File: config.mk
export PLATFORM = sky130hd
export DESIGN_NAME = sysmgr_seq
export DESIGN_NICKNAME = d
export VERILOG_FILES = /design/src/rtl/sysmgr_pkg.sv /design/src/rtl/sysmgr_sync2.sv /design/src/rtl/sysmgr_seq.sv
export SDC_FILE = /design/constraint.sdc
export NUM_CORES = 1
export LEC_CHECK = 0
export ABC_AREA = 1
export CAP_MARGIN = 20
export CORE_MARGIN = 2
export CORE_UTILIZATION = 40
export DETAILED_ROUTE_END_ITERATION = 7
export SLEW_MARGIN = 20
export SYNTH_ARGS = -nofsm -noshare
export SYNTH_HDL_FRONTEND = slang
export SYNTH_SLANG_ARGS = --single-unit
File: constraint.sdc
create_clock -name clk -period 4 [get_ports clk]
set_input_delay 0.8 -clock clk [delete_from_list [all_inputs] [get_ports clk]]
set_output_delay 0.8 -clock clk [all_outputs]
set_load 0.01 [all_outputs]
File: src/rtl/sysmgr_pkg.sv
// -----------------------------------------------------------------------------
// sysmgr_pkg
// Shared definitions for the system-manager PLL power-up sequencer:
//   - state_t : sequencer state encoding
//   - cnt_width() : width of the shared sequencing counter, sized from the
//                   largest timing parameter plus one bit of headroom
// -----------------------------------------------------------------------------
package sysmgr_pkg;

  typedef enum logic [2:0] {
    ST_PLL_RST   = 3'd0,
    ST_WAIT_LOCK = 3'd1,
    ST_STABLE    = 3'd2,
    ST_RELEASE   = 3'd3,
    ST_RUN       = 3'd4,
    ST_FAIL      = 3'd5
  } state_t;

  function automatic int cnt_width(input int a, input int b, input int c, input int d);
    int m;
    m = a;
    if (b > m) m = b;
    if (c > m) m = c;
    if (d > m) m = d;
    return $clog2(m) + 1;
  endfunction

endpackage

File: src/rtl/sysmgr_sync2.sv
// -----------------------------------------------------------------------------
// sysmgr_sync2
// Two-flop synchronizer for a single asynchronous level, cleared to 0 by the
// asynchronous active-low reset. Output latency is two clk edges.
// Ports:
//   clk_i  : destination clock
//   rst_ni : asynchronous active-low reset
//   d_i    : asynchronous input level
//   q_o    : synchronized level
// -----------------------------------------------------------------------------
module sysmgr_sync2 (
  input  logic clk_i,
  input  logic rst_ni,
  input  logic d_i,
  output logic q_o
);

  logic meta_q;
  logic sync_q;

  always_ff @(posedge clk_i or negedge rst_ni) begin
    if (!rst_ni) begin
      meta_q <= 1'b0;
      sync_q <= 1'b0;
    end else begin
      meta_q <= d_i;
      sync_q <= meta_q;
    end
  end

  assign q_o = sync_q;

endmodule

File: src/rtl/sysmgr_seq.sv
// -----------------------------------------------------------------------------
// sysmgr_seq
// Power-up and recovery sequencer for the iCE40 PLL. Holds the PLL in reset,
// waits for a qualified LOCK, then releases N_STAGES active-high domain resets
// one at a time. Lock loss or seq_req re-sequences; MAX_RETRY consecutive lock
// timeouts park the block in a sticky fault state.
// Ports:
//   clk         : free-running 12 MHz reference clock
//   rst_n       : asynchronous active-low reset
//   pll_lock    : raw PLL LOCK (asynchronous)
//   seq_req     : single-cycle pulse requesting a full re-sequence
//   pll_reset_n : PLL RESETB
//   rst_stage   : active-high domain resets, bit 0 released first
//   ready       : high while all stages are released
//   fail        : sticky fault flag
//   retry_cnt   : failed lock attempts in the current sequence
// -----------------------------------------------------------------------------
module sysmgr_seq
  import sysmgr_pkg::*;
#(
  parameter int N_STAGES     = 2,
  parameter int RST_HOLD     = 16,
  parameter int LOCK_TIMEOUT = 4096,
  parameter int LOCK_STABLE  = 256,
  parameter int STAGE_GAP    = 16,
  parameter int MAX_RETRY    = 3
) (
  input  logic                clk,
  input  logic                rst_n,
  input  logic                pll_lock,
  input  logic                seq_req,
  output logic                pll_reset_n,
  output logic [N_STAGES-1:0] rst_stage,
  output logic                ready,
  output logic                fail,
  output logic [3:0]          retry_cnt
);

  localparam int CW    = cnt_width(RST_HOLD, LOCK_TIMEOUT, LOCK_STABLE, STAGE_GAP);
  localparam int IDX_W = (N_STAGES > 1) ? $clog2(N_STAGES) : 1;

  // The counter is cleared on every state entry and counts down, so after k
  // cycles in a state it holds -k. A state's time is up when it reaches
  // -(duration-1); these are those terminal values.
  localparam logic [CW-1:0] LIM_HOLD    = CW'(1 - RST_HOLD);
  localparam logic [CW-1:0] LIM_TIMEOUT = CW'(1 - LOCK_TIMEOUT);
  localparam logic [CW-1:0] LIM_STABLE  = CW'(1 - LOCK_STABLE);
  localparam logic [CW-1:0] LIM_GAP     = CW'(1 - STAGE_GAP);
  localparam logic [IDX_W-1:0] IDX_LAST = IDX_W'(N_STAGES - 1);

  state_t               state_q, state_d;
  logic [CW-1:0]        cnt_q, cnt_d;
  logic [IDX_W-1:0]     idx_q, idx_d;
  logic [3:0]           retry_q, retry_d;
  logic                 pll_reset_n_q, pll_reset_n_d;
  logic [N_STAGES-1:0]  stage_q, stage_d;
  logic                 ready_q, ready_d;
  logic                 fail_q, fail_d;
  logic                 lock_s;
  logic                 restart;

  sysmgr_sync2 u_lock_sync (
    .clk_i  (clk),
    .rst_ni (rst_n),
    .d_i    (pll_lock),
    .q_o    (lock_s)
  );

  always_comb begin
    state_d = state_q;
    idx_d   = idx_q;
    retry_d = retry_q;
    restart = 1'b0;
    cnt_d   = cnt_q - CW'(1);

    if (seq_req) begin
      // Highest priority: overrides lock drops and counter expiry, and
      // restarts the sequence even when already in PLL_RST.
      state_d = ST_PLL_RST;
      retry_d = '0;
      restart = 1'b1;
    end else begin
      unique case (state_q)
        ST_PLL_RST: begin
          if (cnt_q == LIM_HOLD) state_d = ST_WAIT_LOCK;
        end
        ST_WAIT_LOCK: begin
          if (lock_s) begin
            state_d = ST_STABLE;
          end else if (cnt_q == LIM_TIMEOUT) begin
            retry_d = retry_q + 4'd1;
            state_d = (retry_d == 4'(MAX_RETRY)) ? ST_FAIL : ST_PLL_RST;
          end
        end
        ST_STABLE: begin
          if (!lock_s) begin
            state_d = ST_WAIT_LOCK;
          end else if (cnt_q == LIM_STABLE) begin
            state_d = ST_RELEASE;
            idx_d   = '0;
          end
        end
        ST_RELEASE: begin
          if (!lock_s) begin
            state_d = ST_PLL_RST;
          end else if (cnt_q == LIM_GAP) begin
            if (idx_q == IDX_LAST) begin
              state_d = ST_RUN;
            end else begin
              idx_d   = idx_q + IDX_W'(1);
              restart = 1'b1;
            end
          end
        end
        ST_RUN: begin
          if (!lock_s) state_d = ST_PLL_RST;
        end
        ST_FAIL: begin
        end
        default: state_d = ST_PLL_RST;
      endcase
    end

    if (state_d == ST_RUN) retry_d = '0;
    if ((state_d != state_q) || restart) cnt_d = '0;

    // Outputs are decoded from the next state and registered, so they change
    // only on clk edges and never glitch.
    pll_reset_n_d = !((state_d == ST_PLL_RST) || (state_d == ST_FAIL));
    ready_d       = (state_d == ST_RUN);
    fail_d        = (state_d == ST_FAIL);
    stage_d       = '1;
    if (state_d == ST_RUN) begin
      stage_d = '0;
    end else if (state_d == ST_RELEASE) begin
      // Every stage up to and including idx is released; earlier stages stay
      // released as idx advances, keeping the bits monotonic.
      for (int i = 0; i < N_STAGES; i++) begin
        if (i <= int'(idx_d)) stage_d[i] = 1'b0;
      end
    end
  end

  always_ff @(posedge clk or negedge rst_n) begin
    if (!rst_n) begin
      state_q       <= ST_PLL_RST;
      cnt_q         <= '0;
      idx_q         <= '0;
      retry_q       <= '0;
      pll_reset_n_q <= 1'b0;
      stage_q       <= '1;
      ready_q       <= 1'b0;
      fail_q        <= 1'b0;
    end else begin
      state_q       <= state_d;
      cnt_q         <= cnt_d;
      idx_q         <= idx_d;
      retry_q       <= retry_d;
      pll_reset_n_q <= pll_reset_n_d;
      stage_q       <= stage_d;
      ready_q       <= ready_d;
      fail_q        <= fail_d;
    end
  end

  assign pll_reset_n = pll_reset_n_q;
  assign rst_stage   = stage_q;
  assign ready       = ready_q;
  assign fail        = fail_q;
  assign retry_cnt   = retry_q;

endmodule
==> out/metrics.cfg <==
[floorplanning]
rows = 22
io_pins = 13
coreArea_sq_um = 3690
die_height_um = 66.3
die-area_sq_um = 4390
start_util = 0.421
dieWidth_um = 66.3

[placed_design]
gp_congestion = 0.873
io_buffers = 12
hpwl_mm = 2.18

[clock_tree]
holdBufCountCts = 0
cts_tree = done
cts_root_buffer = clkbuf_8
clock_latency_ns = 0.28
postCtsSetupBuffers = 0
numClockSinks = 28
htree_levels = 1
cts-resized-gates = 0
cts_buffer_depth = 2
cts_made_buffers = 3
path_clk_slew_ns = 0.10

[route]
routed_wl_mm = 2.94
vias = 1193
final_antenna_net_count = 0
detail_route.wl_per_cell_um = 11.9
first_pass_iters = 4
drt-vias-per-instance = 4.81
drcViolationCount = 0
drt_iter0_markers = 45

[worst_hold_path]
min_from = u_lock_sync.meta_q$_DFF_PN0_
hold_class = reg2reg

[flow_run]
cap_violations = 0

[power]
internal-power_uw = 534
power_density_nw_per_um2 = 434
clkPwrFrac = 0.285
peakVddDrop_uv = 178
pwr-share-comb = 0.249
p_leak_nw = 0.862
netSwitchingPower_uw = 246
p_seq_frac = 0.465
p_sw_frac = 0.315

[final_layout]
antenna_cells = 0
final_common_cell = nand2_1
syn_to_final_growth_pct = 16.0
final_nets = 209
final_cell_mix = nand2_1, dfrtp_1, inv_1, nor2_1, nand3_1
drive_gt1_frac = 0.165

[logic_synthesis]
synth_seq_cells = 28
syn-num-nets = 192
synth_cells = 184
synth_area_leader_cell = dfrtp_1
synth_area_per_cell_sq_um = 8.43
synth_area_sq_um = 1550
synth_top_area_share = 0.419
ys_seq_area_frac = 0.453
synth_warnings = 0
ys_top_cells_by_area = dfrtp_1, nand2_1, inv_1, nor2_1, nor2_2
synth_cell_types = 23

[timing]
timing.final.crit_share = 0.538
max_freq_mhz = 465
worst_slew_pin_slew_ns = 0.418
final_hold_viol_count = 0
whs_ns = 0.359
worst_clock_skew_ns = 0.00726
setup_viol = 0
tns_ns = 0
slew_headroom = 0.721
rsz0062_at_grt = false
period_minus_slack_ns = 2.15
slew_violations = 0

[worst_setup_path]
path_max_fanout = 13
critical_path_class = in2reg
cp.arrival_ns = 2.35
worstPathRequired_ns = 4.20
start_kind = input port
regToRegStartpoint = cnt_q[1]$_DFF_PN0_
crit_path_end_kind = register
crit_path_top_delay_cell = clkdlybuf4s50_1
worstSetupStartpoint = seq_req
cp_num_buf_inv = 2
cp_cell_sequence = clkdlybuf4s50_1 > inv_1 > nand2_1 > o21ai_0 > nor2_1 > nand3_2 > nor2_2
critPathMaxStageDelay_ns = 0.49
path_delay_family = simple AND/OR/NAND/NOR gates

[grt]
gr-total-overflow = 0
antenna_found_initial = 0
grt_start_max_net_pins = 29
track_usage = 0.154
grt_pass1_vias = 1172
grt_pass1_wl_mm = 5.13

[outcome]
status = finished clean

==> synth_stat cells (all sizes together) <==
master / count
nor3: 3
xor2: 8
a21oi: 2
dfstp: 2
ha: 4
nand3: 17
nand4: 2
nand2: 40
nor4: 1
nor3b: 1
buf: 1
xnor2: 5
nor2: 40
dfrtp: 26
inv: 25
o21ai: 7
==> power groups by stage <==
stage	combinational [mW]	sequential (mW)	clock, mW
after global placement	0.189	0.367	0
after floorplan	0.165	0.359	0
after CTS	0.197	0.364	0.231
after global routing	0.219	0.369	0.242
final	0.195	0.363	0.223
after detailed placement	0.195	0.369	0
==> per-layer routing <==
layer	global-route usage	vias up	wire length, um
met5	0	-	0
met4	0.0536	0	43
met3	0.0307	5	108
met2	0.256	23	1420
met1	0.198	560	1370
li1	-	605	-
==> kinds of logic after synthesis <==
group                      Yosys count  synth area share
adders and majority gates            4            0.0323
and+or+nand+nor                    104             0.344
xor gates and xnor gates            13            0.0734
buffers and inverters               26            0.0677
DFF                                 28             0.453
AOI/OAI and AO/OA                    9            0.0290
==> worst paths after layout <==
kind / cells past startpoint / endpoint / slack, ns
setup / recovery: 7 / cnt_q[6]$_DFF_PN0_ / 1.85
hold / removal: 0 / u_lock_sync.q_o$_DFF_PN0_ / 0.36
setup reg to reg: 14 / cnt_q[6]$_DFF_PN0_ / 1.85
hold reg to reg: 0 / u_lock_sync.q_o$_DFF_PN0_ / 0.36
max in group asynchronous: 2 / rst_stage[0]$_DFF_PN1_ / 2.79
min in group asynchronous: 2 / cnt_q[7]$_DFF_PN0_ / 0.89
==> per-stage QoR <==
step	area (sq um)	setup WS (ns)	power, mW	utilization	instances
final	1800	1.85	0.780	0.488	248
after global routing	1800	1.61	0.831	0.488	248
after CTS	1800	1.82	0.791	0.488	248
after detailed placement	1730	1.55	0.564	0.468	244
after global placement	1730	1.64	0.557	0.468	244
after floorplan	1550	2.23	0.525	-	184
==> flip-flops by register name, indices dropped and copies added (netlist names) <==
| signal | flops |
|---|---|
| pll_reset_n | 1 |
| cnt_q | 13 |
| u_lock_sync.q_o | 1 |
| state_q | 3 |
| rst_stage | 2 |
| u_lock_sync.meta_q | 1 |
| ready | 1 |
| fail | 1 |
| idx_q | 1 |
| retry_cnt | 4 |
==> final cells by class <==
cell class / count / area, sq um
clock buffers: 3 / 41.3
clock inverters: 1 / 30.0
fillers: 373 / 1890
inverters: 25 / 93.8
multi-input cells: 130 / 743
flip-flops and latches: 28 / 703
well taps: 48 / 60.1
repair buffers: 13 / 128
(Power assumes the default switching activity.)
